**src/rtl/step1_seq_ctrl.sv**
```systemverilog
// Frame sequencer for the step-1 butterfly stage: turns a start-of-frame pulse into per-beat controls.
// Optional statistics counters are built when STEP1_SEQ_STATS_EN is defined.
module step1_seq_ctrl #(
  parameter int unsigned FRAME_LEN    = 32,
  parameter int unsigned DIRECT_BEATS = 2,
  parameter int unsigned BF_DLY       = 3,
  parameter int unsigned BF_LAT       = 1,
  localparam int unsigned CNT_W       = $clog2(FRAME_LEN)
) (
  input  logic             clk,
  input  logic             rstn,
  input  logic             din_sof,
  output logic             sr_shift_en,
  output logic             src_sel,
  output logic [CNT_W-1:0] beat_idx,
  output logic             bf_valid,
  output logic             dout_valid,
  output logic             frame_done,
  output logic             busy,
  output logic             sof_err,
  output logic [15:0]      frame_cnt,
  output logic [7:0]       err_cnt
);

  localparam int unsigned DLY_W = BF_DLY + BF_LAT;
  localparam logic [CNT_W-1:0] LAST_BEAT = CNT_W'(FRAME_LEN - 1);

  typedef enum logic [1:0] {IDLE, RUN, DRAIN} state_t;

  state_t           state, state_nxt;
  logic             sr_nxt, src_nxt, err_nxt, busy_nxt;
  logic [CNT_W-1:0] beat_nxt;
  // Per-beat valid and last-beat flag travel together so overlapping frames stay independent
  logic [DLY_W-1:0] vld_line, vld_nxt, last_line, last_nxt;

  always_ff @(posedge clk or negedge rstn) begin
    if (!rstn) begin
      state       <= IDLE;
      sr_shift_en <= 1'b0;
      beat_idx    <= '0;
      src_sel     <= 1'b0;
      sof_err     <= 1'b0;
      busy        <= 1'b0;
      vld_line    <= '0;
      last_line   <= '0;
    end else begin
      state       <= state_nxt;
      sr_shift_en <= sr_nxt;
      beat_idx    <= beat_nxt;
      src_sel     <= src_nxt;
      sof_err     <= err_nxt;
      busy        <= busy_nxt;
      vld_line    <= vld_nxt;
      last_line   <= last_nxt;
    end
  end

  always_comb begin
    state_nxt   = state;
    sr_nxt      = 1'b0;
    beat_nxt    = '0;
    err_nxt     = 1'b0;
    vld_nxt[0]  = sr_shift_en;
    last_nxt[0] = sr_shift_en && (beat_idx == LAST_BEAT);
    for (int unsigned i = 1; i < DLY_W; i++) begin
      vld_nxt[i]  = vld_line[i-1];
      last_nxt[i] = last_line[i-1];
    end

    case (state)
      IDLE: begin
        if (din_sof) begin
          state_nxt = RUN;
          sr_nxt    = 1'b1;
        end
      end
      RUN: begin
        if (beat_idx == LAST_BEAT) begin
          // Start on the last beat chains the next frame with no gap
          if (din_sof) sr_nxt = 1'b1;
          else         state_nxt = DRAIN;
        end else begin
          sr_nxt   = 1'b1;
          beat_nxt = beat_idx + CNT_W'(1);
          err_nxt  = din_sof;
        end
      end
      DRAIN: begin
        if (din_sof) begin
          state_nxt = RUN;
          sr_nxt    = 1'b1;
        end else if (~|vld_nxt) begin
          state_nxt = IDLE;
        end
      end
      default: state_nxt = IDLE;
    endcase

    src_nxt  = sr_nxt && (beat_nxt >= CNT_W'(DIRECT_BEATS));
    busy_nxt = sr_nxt | (|vld_nxt);
  end

  assign bf_valid   = vld_line[BF_DLY-1];
  assign dout_valid = vld_line[DLY_W-1];
  assign frame_done = last_line[DLY_W-1];

`ifdef STEP1_SEQ_STATS_EN
  always_ff @(posedge clk or negedge rstn) begin
    if (!rstn) begin
      frame_cnt <= '0;
      err_cnt   <= '0;
    end else begin
      if (frame_done) frame_cnt <= frame_cnt + 16'd1;
      if (sof_err && (err_cnt != 8'hFF)) err_cnt <= err_cnt + 8'd1;
    end
  end
`else
  assign frame_cnt = '0;
  assign err_cnt   = '0;
`endif

endmodule

```
**config.mk**
```make
export PLATFORM = sky130hd
export DESIGN_NAME = step1_seq_ctrl
export DESIGN_NICKNAME = d
export VERILOG_FILES = /design/src/rtl/step1_seq_ctrl.sv
export SDC_FILE = /design/constraint.sdc
export NUM_CORES = 1
export LEC_CHECK = 0
export CAP_MARGIN = 5
export CORE_AREA = 2 2 53 55
export DETAILED_ROUTE_END_ITERATION = 16
export DIE_AREA = 0 0 55 57
export PLACE_DENSITY_LB_ADDON = 0.25
export SKIP_CTS_REPAIR_TIMING = 1
export SLEW_MARGIN = 10
export SYNTH_ARGS = -nofsm -noshare
export SYNTH_HDL_FRONTEND = slang
export SYNTH_SLANG_ARGS = --single-unit
```
**constraint.sdc**
```tcl
create_clock -name clk -period 1.5 [get_ports clk]
set_input_delay 0.3 -clock clk [delete_from_list [all_inputs] [get_ports clk]]
set_output_delay 0.3 -clock clk [all_outputs]
set_load 0.01 [all_outputs]
```
==> key figures <==
Run status
  – Status: finished clean

Power
  – Leak: approximately 0.58 nW
  – Switching share of power: 0.337
  – PwrDens: 1590 nW/um^2
  – Share of power burned in registers: 0.409
  – Internal power: ~0.0012 W
  – Worst vdd ir: between 0.0008 and 0.0009 V
  – Sw power: 0.000598 W
  – Clock power frac: 0.138
  – Comb power frac: 0.453

Timing
  – Final min period: 1430 ps
  – Hold Slack: between 150 and 200 ps
  – Final Max Slew Viols: 0
  – Setup violators final: 0
  – Tcrit/Tclk final: 0.955
  – Setup TNS: 0 ps
  – RSZ-0062 raised after global routing: false
  – Final Skew: 1.03 ps
  – Setup WS post-layout: 67.8 ps
  – Hold Vio Cnt, Final: 0
  – Peak Freq: approximately 0.70 GHz

Clock network
  – CTS tree: done
  – CTS buffer count: 3
  – CTS Buffer Depth: 2
  – CTS clk-pin slew, worst paths: around 100 ps
  – Worst skew pair latency: around 290 ps
  – Root buf cell: clkbuf_4
  – Sink Count: 19
  – H-Tree Depth: 1

Synth
  – Post-synthesis cell type count: 23
  – Commonest cells in the netlist: buf_4 (24), dfrtp_1 (19), nand2b_1 (5), nor2_1 (5)
  – Average size of a mapped cell: about 11 sq um
  – Yosys top cell area share: 0.534
  – Top area cells in the synthesized netlist: dfrtp_1 (53%), buf_4 (20%), nand2b_1 (3.5%)
  – Mapped Area: 890 sq um
  – Register area share after synthesis: 0.534
  – Ys Warns: 0
  – Post-synth EDFFs: 0
  – Main synth FF type: dfrtp_1
  – Post-Syn Instances: approximately 80
  – Yosys reg bits: 19
  – Count leader, synth: buf_4
  – Area leader, netlist: dfrtp_1
  – Async S/R FF share, synth: 1.00

Floorplan
  – # rows: 19
  – Top-level port count: 39
  – Die area: ~3100 sq um
  – Std-Cell Core Area: between 2000 and 3000 sq um
  – Die H: 57 microns
  – Die width: 55 microns
  – Initial Util: 0.340

Layout
  – Final core utilization: 0.428
  – Share of cells above drive strength 1: 0.204
  – Fill cell count: 270
  – Final nets: about 110
  – Fin cells: approximately 130
  – Antenna diodes: 0
  – Synthesis-to-layout area growth: 25.7%

Critical path
  – Max FO, Critical Path: 6
  – Setup crit end: src_sel
  – CP Launch Type: flop
  – Worst r2r path cells: 5
  – Crit path required time: around 1700 ps
  – Setup slack, reg-to-reg: 70 ps
  – Launching point of the worst reg2reg path: beat_idx[3]
  – Data arrival, critical path: 1640 ps
  – Setup crit start: beat_idx[3]
  – Worst Setup Path Type: reg -> reg
  – Reg2Reg Capture Point: src_sel
  – CP Capture Type: flop

Global route
  – Grt ovf: 0
  – Global-route wire length before repair: 1980 microns
  – Pin count of the biggest net entering global routing: 19
  – Overall routing resource usage: 0.0891
  – Antenna violations before repair: 0
  – Vias in the first global route: roughly 440

Place
  – Placer Congestion: slightly above 0.7
  – Port bufs: 14
  – Dpl cells: 127
  – Dpl hpwl: between 1000 and 1500 microns
  – Place WS: ~38 ps

Detailed routing
  – Pre-Repair DR Iteration Count: 3
  – Average wire per standard cell: around 10 microns
  – Initial DRC Count: 3
  – Via density: just under 4
  – Routed vias: around 530
  – ANT nets after route: 0
  – Post-route DRC violation count: 0
  – Total Wirelength: ~1400 microns

Flow run
  – Max cap viols: 0

Min path
  – Hold Crit Class: in -> async
==> through the flow <==
| stage | area [sq um] | power [W] |
|---|---|---|
| finish | 1120 | 0.00177 |
| global route | 1120 | 0.00193 |
| CTS | 1050 | 0.00178 |
| detailed placement | 1020 | 0.00152 |
| global placement | 1020 | 0.00152 |
| floorplan | 996 | 0.00122 |
==> how the worst min path moves through the flow <==
stage                       from           end  cells after the start
finish                      rstn   beat_idx[2]                      1
global route                rstn   beat_idx[2]                      1
CTS                         rstn   beat_idx[2]                      1
detailed placement  last_line[0]  last_line[1]                      0
global placement    last_line[0]  last_line[1]                      0
floorplan                   rstn   beat_idx[0]                      0
==> cell type report <==
type	instances	area, sq um	share of cell area
Sequential cell	19	477	0.426
Multi-Input combinational cell	57	345	0.309
Timing Repair Buffer	21	223	0.199
Tap cell	31	38.8	0.0347
Clock buffer	3	22.5	0.0201
Inverter	2	7.51	0.00671
Clock inverter	1	5.00	0.00447
==> routing by layer <==
metal | global-route usage | up-vias | wire length, microns
met1 | 0.111 | 245 | 583
met3 | 0.0445 | 2 | 131
met5 | 0 | - | 0
met4 | 0.0314 | 0 | 17
met2 | 0.133 | 24 | 619
li1 | - | 255 | -
==> critical path: stages (launching register included) <==
cell	delay [ps]
dfrtp_1	410
buf_4	150
and3_4	180
ha_4	180
a31o_1	200
a221oi_2	230
==> power groups by stage <==
stage                     combinational, W  clock (W)  sequential, W
after detailed placement          0.000769          0       0.000753
after global routing              0.000893   0.000292       0.000743
after CTS                         0.000775   0.000261       0.000743
after global placement            0.000768          0       0.000750
after floorplan                   0.000422          0       0.000796
final                             0.000803   0.000245       0.000725
==> logic make-up (layout without fill, tap and decap cells) <==
| kind of cell | after synthesis | count (layout) | synth area share |
|---|---|---|---|
| simple gates | 22 | 22 | 0.139 |
| buf+inv | 26 | 27 | 0.211 |
| flops | 19 | 19 | 0.534 |
| xor+xnor | 2 | 2 | 0.0197 |
| compound gates | 7 | 7 | 0.0633 |
| fa+ha+maj | 2 | 2 | 0.0281 |
| other cells | 1 | 24 | 0.00422 |
==> layout by cell type, fill, tap and decap left out, drive strengths merged, types with 2 or more instances in the layout <==
master         Yosys  routed
clkbuf             0       3
ha                 2       2
nand2b             5       5
dlymetal6s2s       0      12
inv                2       2
nand2              3       3
a22oi              2       2
and2               3       3
clkdlybuf4s50      0       2
dfrtp             19      19
nor2               5       5
conb               1      24
buf               24       7
==> registers in the layout, indices dropped and copies added (netlist names) <==
register	count
sr_shift_en	1
beat_idx	5
src_sel	1
vld_line	4
busy	1
last_line	4
sof_err	1
state	2
(Power assumes the default switching activity.)
